`config.mk`:
```
export PLATFORM = sky130hd
export DESIGN_NAME = gcd_job_sequencer_flat
export DESIGN_NICKNAME = d
export VERILOG_FILES = /design/src/rtl/gcd_pkg.sv /design/src/rtl/gcd_job_sequencer_if.sv /design/src/rtl/gcd_timeout_counter.sv /design/src/rtl/gcd_job_sequencer.sv /design/src/flat_wrapper.sv
export SDC_FILE = /design/constraint.sdc
export NUM_CORES = 1
export LEC_CHECK = 0
export ABC_AREA = 1
export CORE_MARGIN = 1
export CORE_UTILIZATION = 51
export CTS_CLUSTER_SIZE = 20
export DETAILED_ROUTE_END_ITERATION = 6
export GPL_ROUTABILITY_DRIVEN = 0
export PLACE_DENSITY = 0.8
export SYNTH_ARGS = -nofsm -noshare
export SYNTH_HDL_FRONTEND = slang
export SYNTH_SLANG_ARGS = --single-unit
```
`constraint.sdc`:
```
create_clock -name clk -period 2.2 [get_ports clk]
set_clock_uncertainty 0.2 [all_clocks]
set_input_delay 0.44 -clock clk [delete_from_list [all_inputs] [get_ports clk]]
set_output_delay 0.44 -clock clk [all_outputs]
set_load 0.005 [all_outputs]
```
`src/rtl/gcd_pkg.sv`:
```
// Shared definitions for the GCD job sequencer: state encoding and default sizing.
package gcd_pkg;

  localparam int DEFAULT_W       = 16;
  localparam int DEFAULT_TIMEOUT = 4096;

  localparam logic [2:0] ST_IDLE    = 3'd0;
  localparam logic [2:0] ST_LOAD_A  = 3'd1;
  localparam logic [2:0] ST_LOAD_B  = 3'd2;
  localparam logic [2:0] ST_WAIT    = 3'd3;
  localparam logic [2:0] ST_RESP    = 3'd4;
  localparam logic [2:0] ST_ENG_CLR = 3'd5;

  typedef enum logic [2:0] {
    IDLE    = ST_IDLE,
    LOAD_A  = ST_LOAD_A,
    LOAD_B  = ST_LOAD_B,
    WAIT    = ST_WAIT,
    RESP    = ST_RESP,
    ENG_CLR = ST_ENG_CLR
  } state_t;

endpackage

```
`src/rtl/gcd_job_sequencer_if.sv`:
```
// Host-side operand/result handshake bundle of the GCD job sequencer.
import gcd_pkg::*;

interface gcd_job_sequencer_if #(parameter int W = DEFAULT_W) ();
  logic         in_valid;
  logic         in_ready;
  logic [W-1:0] in_a;
  logic [W-1:0] in_b;
  logic         out_valid;
  logic         out_ready;
  logic [W-1:0] out_gcd;
  logic         out_timeout;

  modport master (
    output in_valid, in_a, in_b, out_ready,
    input  in_ready, out_valid, out_gcd, out_timeout
  );

  modport slave (
    input  in_valid, in_a, in_b, out_ready,
    output in_ready, out_valid, out_gcd, out_timeout
  );
endinterface

```
`src/rtl/gcd_timeout_counter.sv`:
```
// WAIT-phase cycle counter; expired is high while the count sits at TIMEOUT-1.
module gcd_timeout_counter #(
  parameter int TIMEOUT = 4096
) (
  input  logic clk,
  input  logic rst_n,
  input  logic clear,
  input  logic enable,
  output logic expired
);

  localparam int TW = $clog2(TIMEOUT);
  localparam logic [TW-1:0] LAST = TW'(TIMEOUT - 1);

  logic [TW-1:0] timer;

  always_ff @(posedge clk or negedge rst_n) begin
    if (!rst_n)      timer <= '0;
    else if (clear)  timer <= '0;
    else if (enable) timer <= timer + 1'b1;
  end

  assign expired = (timer == LAST);

endmodule

```
`src/rtl/gcd_job_sequencer.sv`:
```
// Feeds operand pairs into the serial-load GCD engine, returns its result and clears it after each job.
//   state   | meaning
//   IDLE    | ready for an operand pair
//   LOAD_A  | eng_start high, eng_data = A
//   LOAD_B  | eng_data = B, timer cleared
//   WAIT    | waiting for eng_done or timer expiry
//   RESP    | result held on out_* until accepted
//   ENG_CLR | engine held in reset for one cycle
module gcd_job_sequencer
  import gcd_pkg::*;
#(
  parameter int W       = DEFAULT_W,
  parameter int TIMEOUT = DEFAULT_TIMEOUT
) (
  input  logic            clk,
  input  logic            rst_n,
  gcd_job_sequencer_if.slave host,
  output logic            busy,
  output logic            eng_start,
  output logic [W-1:0]    eng_data,
  output logic            eng_rst_n,
  input  logic            eng_done,
  input  logic [W-1:0]    eng_result
);

  state_t       state, state_nxt;
  logic [W-1:0] a_q, a_nxt, b_q, b_nxt;
  logic [W-1:0] gcd_q, gcd_nxt, data_q, data_nxt;
  logic         valid_q, valid_nxt, tmo_q, tmo_nxt, start_q, start_nxt;
  logic         expired;
  logic         bypass;

  gcd_timeout_counter #(.TIMEOUT(TIMEOUT)) u_timer (
    .clk     (clk),
    .rst_n   (rst_n),
    .clear   (state == LOAD_B),
    .enable  (state == WAIT),
    .expired (expired)
  );

  // A zero operand would never let the engine terminate, so such jobs skip it.
  assign bypass = (a_q == '0) || (b_q == '0);

  always_ff @(posedge clk or negedge rst_n) begin
    if (!rst_n) begin
      state   <= IDLE;
      a_q     <= '0;
      b_q     <= '0;
      gcd_q   <= '0;
      data_q  <= '0;
      valid_q <= 1'b0;
      tmo_q   <= 1'b0;
      start_q <= 1'b0;
    end else begin
      state   <= state_nxt;
      a_q     <= a_nxt;
      b_q     <= b_nxt;
      gcd_q   <= gcd_nxt;
      data_q  <= data_nxt;
      valid_q <= valid_nxt;
      tmo_q   <= tmo_nxt;
      start_q <= start_nxt;
    end
  end

  always_comb begin
    state_nxt = state;
    a_nxt     = a_q;
    b_nxt     = b_q;
    gcd_nxt   = gcd_q;
    data_nxt  = data_q;
    valid_nxt = valid_q;
    tmo_nxt   = tmo_q;
    start_nxt = 1'b0;
    case (state)
      IDLE: begin
        data_nxt = '0;
        if (host.in_valid) begin
          a_nxt = host.in_a;
          b_nxt = host.in_b;
          if ((host.in_a == '0) || (host.in_b == '0)) begin
            state_nxt = RESP;
            gcd_nxt   = host.in_a | host.in_b;
            tmo_nxt   = 1'b0;
            valid_nxt = 1'b1;
          end else begin
            state_nxt = LOAD_A;
            start_nxt = 1'b1;
            data_nxt  = host.in_a;
          end
        end
      end
      LOAD_A: begin
        state_nxt = LOAD_B;
        data_nxt  = b_q;
      end
      LOAD_B: state_nxt = WAIT;
      WAIT: begin
        if (eng_done) begin
          state_nxt = RESP;
          gcd_nxt   = eng_result;
          tmo_nxt   = 1'b0;
          valid_nxt = 1'b1;
        end else if (expired) begin
          state_nxt = RESP;
          gcd_nxt   = '0;
          tmo_nxt   = 1'b1;
          valid_nxt = 1'b1;
        end
      end
      RESP: begin
        if (host.out_ready) begin
          valid_nxt = 1'b0;
          if (bypass) begin
            state_nxt = IDLE;
          end else begin
            state_nxt = ENG_CLR;
            data_nxt  = '0;
          end
        end
      end
      ENG_CLR: state_nxt = IDLE;
      default: state_nxt = IDLE;
    endcase
  end

  assign host.in_ready    = (state == IDLE);
  assign host.out_valid   = valid_q;
  assign host.out_gcd     = gcd_q;
  assign host.out_timeout = tmo_q;
  assign busy             = (state != IDLE);
  assign eng_start        = start_q;
  assign eng_data         = data_q;
  assign eng_rst_n        = rst_n & (state != ENG_CLR);

endmodule

```
`src/flat_wrapper.sv`:
```
// flat-port wrapper written by rule: the top's interface ports become plain ports
module gcd_job_sequencer_flat import gcd_pkg::*;
#(
  parameter int W       = DEFAULT_W,
  parameter int TIMEOUT = DEFAULT_TIMEOUT
)
  (clk, rst_n, busy, eng_start, eng_data, eng_rst_n, eng_done, eng_result, host_in_valid, host_in_a, host_in_b, host_out_ready, host_in_ready, host_out_valid, host_out_gcd, host_out_timeout);
  gcd_job_sequencer_if #(.W(W)) host_i ();
  input  logic clk;
  input  logic rst_n;
  output logic busy;
  output logic eng_start;
  output logic [W-1:0] eng_data;
  output logic eng_rst_n;
  input  logic eng_done;
  input  logic [W-1:0] eng_result;
  input wire logic [$bits(host_i.in_valid)-1:0] host_in_valid;
  input wire logic [$bits(host_i.in_a)-1:0] host_in_a;
  input wire logic [$bits(host_i.in_b)-1:0] host_in_b;
  input wire logic [$bits(host_i.out_ready)-1:0] host_out_ready;
  output wire logic [$bits(host_i.in_ready)-1:0] host_in_ready;
  output wire logic [$bits(host_i.out_valid)-1:0] host_out_valid;
  output wire logic [$bits(host_i.out_gcd)-1:0] host_out_gcd;
  output wire logic [$bits(host_i.out_timeout)-1:0] host_out_timeout;
  assign host_i.in_valid = host_in_valid;
  assign host_i.in_a = host_in_a;
  assign host_i.in_b = host_in_b;
  assign host_i.out_ready = host_out_ready;
  assign host_in_ready = host_i.in_ready;
  assign host_out_valid = host_i.out_valid;
  assign host_out_gcd = host_i.out_gcd;
  assign host_out_timeout = host_i.out_timeout;
  gcd_job_sequencer #(.W(W), .TIMEOUT(TIMEOUT)) u_core (.clk(clk), .rst_n(rst_n), .host(host_i), .busy(busy), .eng_start(eng_start), .eng_data(eng_data), .eng_rst_n(eng_rst_n), .eng_done(eng_done), .eng_result(eng_result));
endmodule
```
==> summary.md <==
| Metric | Value |
|---|---|
| Status | completed |
| Final net count | about 700 |
| Clk sink count | 82 |
| Max Cap Viol | 0 |
| First-pass GRT wire length | roughly 18000 um |
| Stages on worst setup path | 5 |
| Dpl cell area | between 0.005 and 0.006 mm^2 |
| GRT busiest layer | met2 |
| CP arrival | 1440 ps |
| Post-synthesis area per instance | slightly below 8 um^2 |
| Area Growth Syn to Fin | 36.3% |
| Critical path startpoint | u_core.state[0]$_DFFE_PN0P_ |
| Largest net degree at the start of global routing | 83 |
| Met1 Resource Use GR | 0.385 |
| P per Cell Area | roughly 1200 mW/mm^2 |
| CTS tree | built |
| Dpl hpwl | 8310 um |
| Met3 Usage GRT | 0.0591 |
| Final period utilization | 0.946 |
| Die Span Y | 93.7 um |
| Crit-path slowest cell | dfrtp_2 |
| Final instance area | 0.00584 mm^2 |
| RR Startpoint | u_core.state[2]$_DFFE_PN0P_ |
| Distinct cells, synth | 30 |
| Residual DRC count | 0 |
| Crit path to | host_in_ready |
| Die Area | 0.00878 mm^2 |
| Critical path class | flop to output port |
| Vias | between 4000 and 5000 |
| Setup TNS | 0 ps |
| Worst setup margin | between 100 and 150 ps |
| Reg2Reg Capture Point | u_core.host.out_gcd[0]$_DFFE_PN0P_ |
| Post-synthesis sequential area ratio | 0.479 |
| Drt wl/cell | ~15 um |
| Core ar. | between 0.008 and 0.009 mm^2 |
| Gr ovfl total | 0 |
| Routing usage on met2 | 0.431 |
| Synth warnings | 0 |
| Most frequent cells in the layout | nand2_1, clkdlybuf4s50_1, dfrtp_1 |
| Share of synthesized registers carrying an async set or reset | 1.00 |
| Pre-CTS WS | between 4 and 5 ps |
| Delay-heaviest family, CP | flip-flops |
| Clk Latency, worst-skew pair | about 350 ps |
| Hold crit path type | input port to asynchronous set/reset pin |
| Slew headroom | 0.325 |
| Worst vdd ir | a little over 0.5 mV |
| 1st-pass router iterations | 5 |
| R2R setup slack | between 150 and 200 ps |
| Top cells by area, synth | dfrtp_1, nand2_1, mux2_2 |
| CP peak stage delay | 450 ps |
| Syn nets | a little under 600 |
| Layout cells sized above 1 | 0.161 |
| CTS Hold Bufs | 0 |
| Yosys reg bits | 82 |
| Min cycle time layout | around 2100 ps |
| Root Buffer | clkbuf_8 |
| Synth top area share | 0.479 |
| Buffers on Ports | 90 |
| Diode count | 0 |
| Cell Chain, Critical Path | inv_2 -> nand2_4 -> nor2_4 -> buf_4 -> dlygate4sd2_1 |
| RSZ-0062 raised after global routing | false |
| GRT Total Usage | 0.276 |
| Row cnt | 33 |
| Startpoint Class | flop |
| Most common cell after layout, fill and taps aside | nand2_1 |
| CP Buf/Inv Count | 3 |
| Worst-margin pin slew | between 1000 and 1500 ps |
| Final Routed Wirelength | 11400 um |
| Synth Cell Area | approximately 0.0043 mm^2 |
| Syn Inst Count | roughly 540 |
| Leakage | approximately 2.9 nW |
| Total I/O pin count | 91 |
| Max frequency | slightly below 500 MHz |
| Die Width | about 94 um |
| Worst path required time | between 1500 and 2000 ps |
| Hold Fails Final Rpt | 0 |
| Post-synth EDFFs | 0 |
| Initial core utilization | 0.524 |
| R2r worst-path depth | 10 |
| Slew Viols, Final | 0 |
| CTS Buf Count | 9 |
| Post-synth top area cell | dfrtp_1 |
| Initial antenna violation count | 0 |
| CTS Buffer Depth | 2 |
| Power Total | ~0.0071 W |
| Final antenna-violating net count | 0 |
| Crit end category | output port |
| DR iter-0 viols | between 300 and 400 |
| Vias in the first global route | slightly below 4000 |
| Via density per instance | 5.32 |
| Final setup viols | 0 |
| Most common flop cell mapped by yosys | dfrtp_1 |
| Clock transition at the registers of the reported paths | roughly 80 ps |
| Crit Path Max Fanout | 4 |
| H-tree depth | 3 |
==> Yosys cell counts, types with 2 or more instances <==
library cell    n
mux2_2         24
mux2_1          6
o21ai_0        39
nand2_1       198
a21oi_1         9
nand3_1        27
xor2_1          2
nor3_1          4
clkbuf_1        8
dfrtp_1        82
buf_4           2
inv_1          32
buf_2           9
nor2_2          2
nand4_1        16
nand2_2         5
nor2_1         55
nor2_4          4
inv_2           6
==> final cells by class <==
class / count / area (um^2)
Fill cell: 621 / 2330
Sequential cell: 82 / 2050
Inverter: 38 / 145
Multi-Input combinational cell: 401 / 2010
Clock inverter: 6 / 87.6
Timing Repair Buffer: 132 / 1280
Clock buffer: 10 / 138
Tap cell: 105 / 131
==> layer usage <==
metal  up-vias  share of wire
met4         0          0.014
met5         -              0
met3        16          0.084
li1       1990              -
met2       204           0.47
met1      1909           0.43
==> worst min path at each step <==
stage | depth (start not counted) | slack, ps | to
final | 2 | 160 | u_core.u_timer.timer[0]$_DFFE_PN0P_
after global routing | 2 | 260 | u_core.host.out_timeout$_DFFE_PN0P_
after CTS | 2 | 200 | u_core.u_timer.timer[3]$_DFFE_PN0P_
after detailed placement | 1 | 250 | u_core.u_timer.timer[9]$_DFFE_PN0P_
after global placement | 1 | 250 | u_core.u_timer.timer[9]$_DFFE_PN0P_
after floorplan | 0 | -60 | u_core.a_q[0]$_DFFE_PN0P_
==> cell families after synthesis <==
group,after synthesis,share of synthesized area
and+or+nand+nor,316,0.314
xor gates and xnor gates,2,0.00409
AOI/OAI and AO/OA,52,0.0642
muxes,30,0.0788
DFF,82,0.479
adders and majority gates,1,0.00292
buffers and inverters,58,0.0569
==> flip-flops by register name, summed over array words and instances, names as in the netlist <==
name,flops
u_core.a_q,16
u_core.b_q,16
u_core.eng_data,16
u_core.eng_start,1
u_core.host.out_gcd,16
u_core.host.out_timeout,1
u_core.host.out_valid,1
u_core.state,3
u_core.u_timer.timer,12
==> power breakdown <==
part / switching, W / internal, W / leakage [nW]
Sequential: 0.000394 / 0.00214 / 1.02
Combinational: 0.00169 / 0.00162 / 1.75
Clock: 0.000564 / 0.000672 / 0.117
Total: 0.00264 / 0.00443 / 2.88
==> stage by stage <==
| step | utilization | hold WS, ps | instances |
|---|---|---|---|
| 6_report | 0.715 | 161 | 774 |
| 3_5_place_dp | 0.680 | 254 | 753 |
| 3_3_place_gp | 0.680 | 250 | 753 |
| 4_1_cts | 0.709 | 204 | 771 |
| 2_1_floorplan | - | -55.6 | 541 |
| 5_1_grt | 0.715 | 259 | 774 |
==> what timing repair did <==
action | in CTS | in global routing
endpoints found under the setup margin | 3 | 2
buffers inserted | 2 | 3
gates resized for setup | 3 | 8
endpoints found under the hold margin | 0 | 0
pin swaps | 1 | 1
No activity file was read; power rests on OpenSTA's default activity.
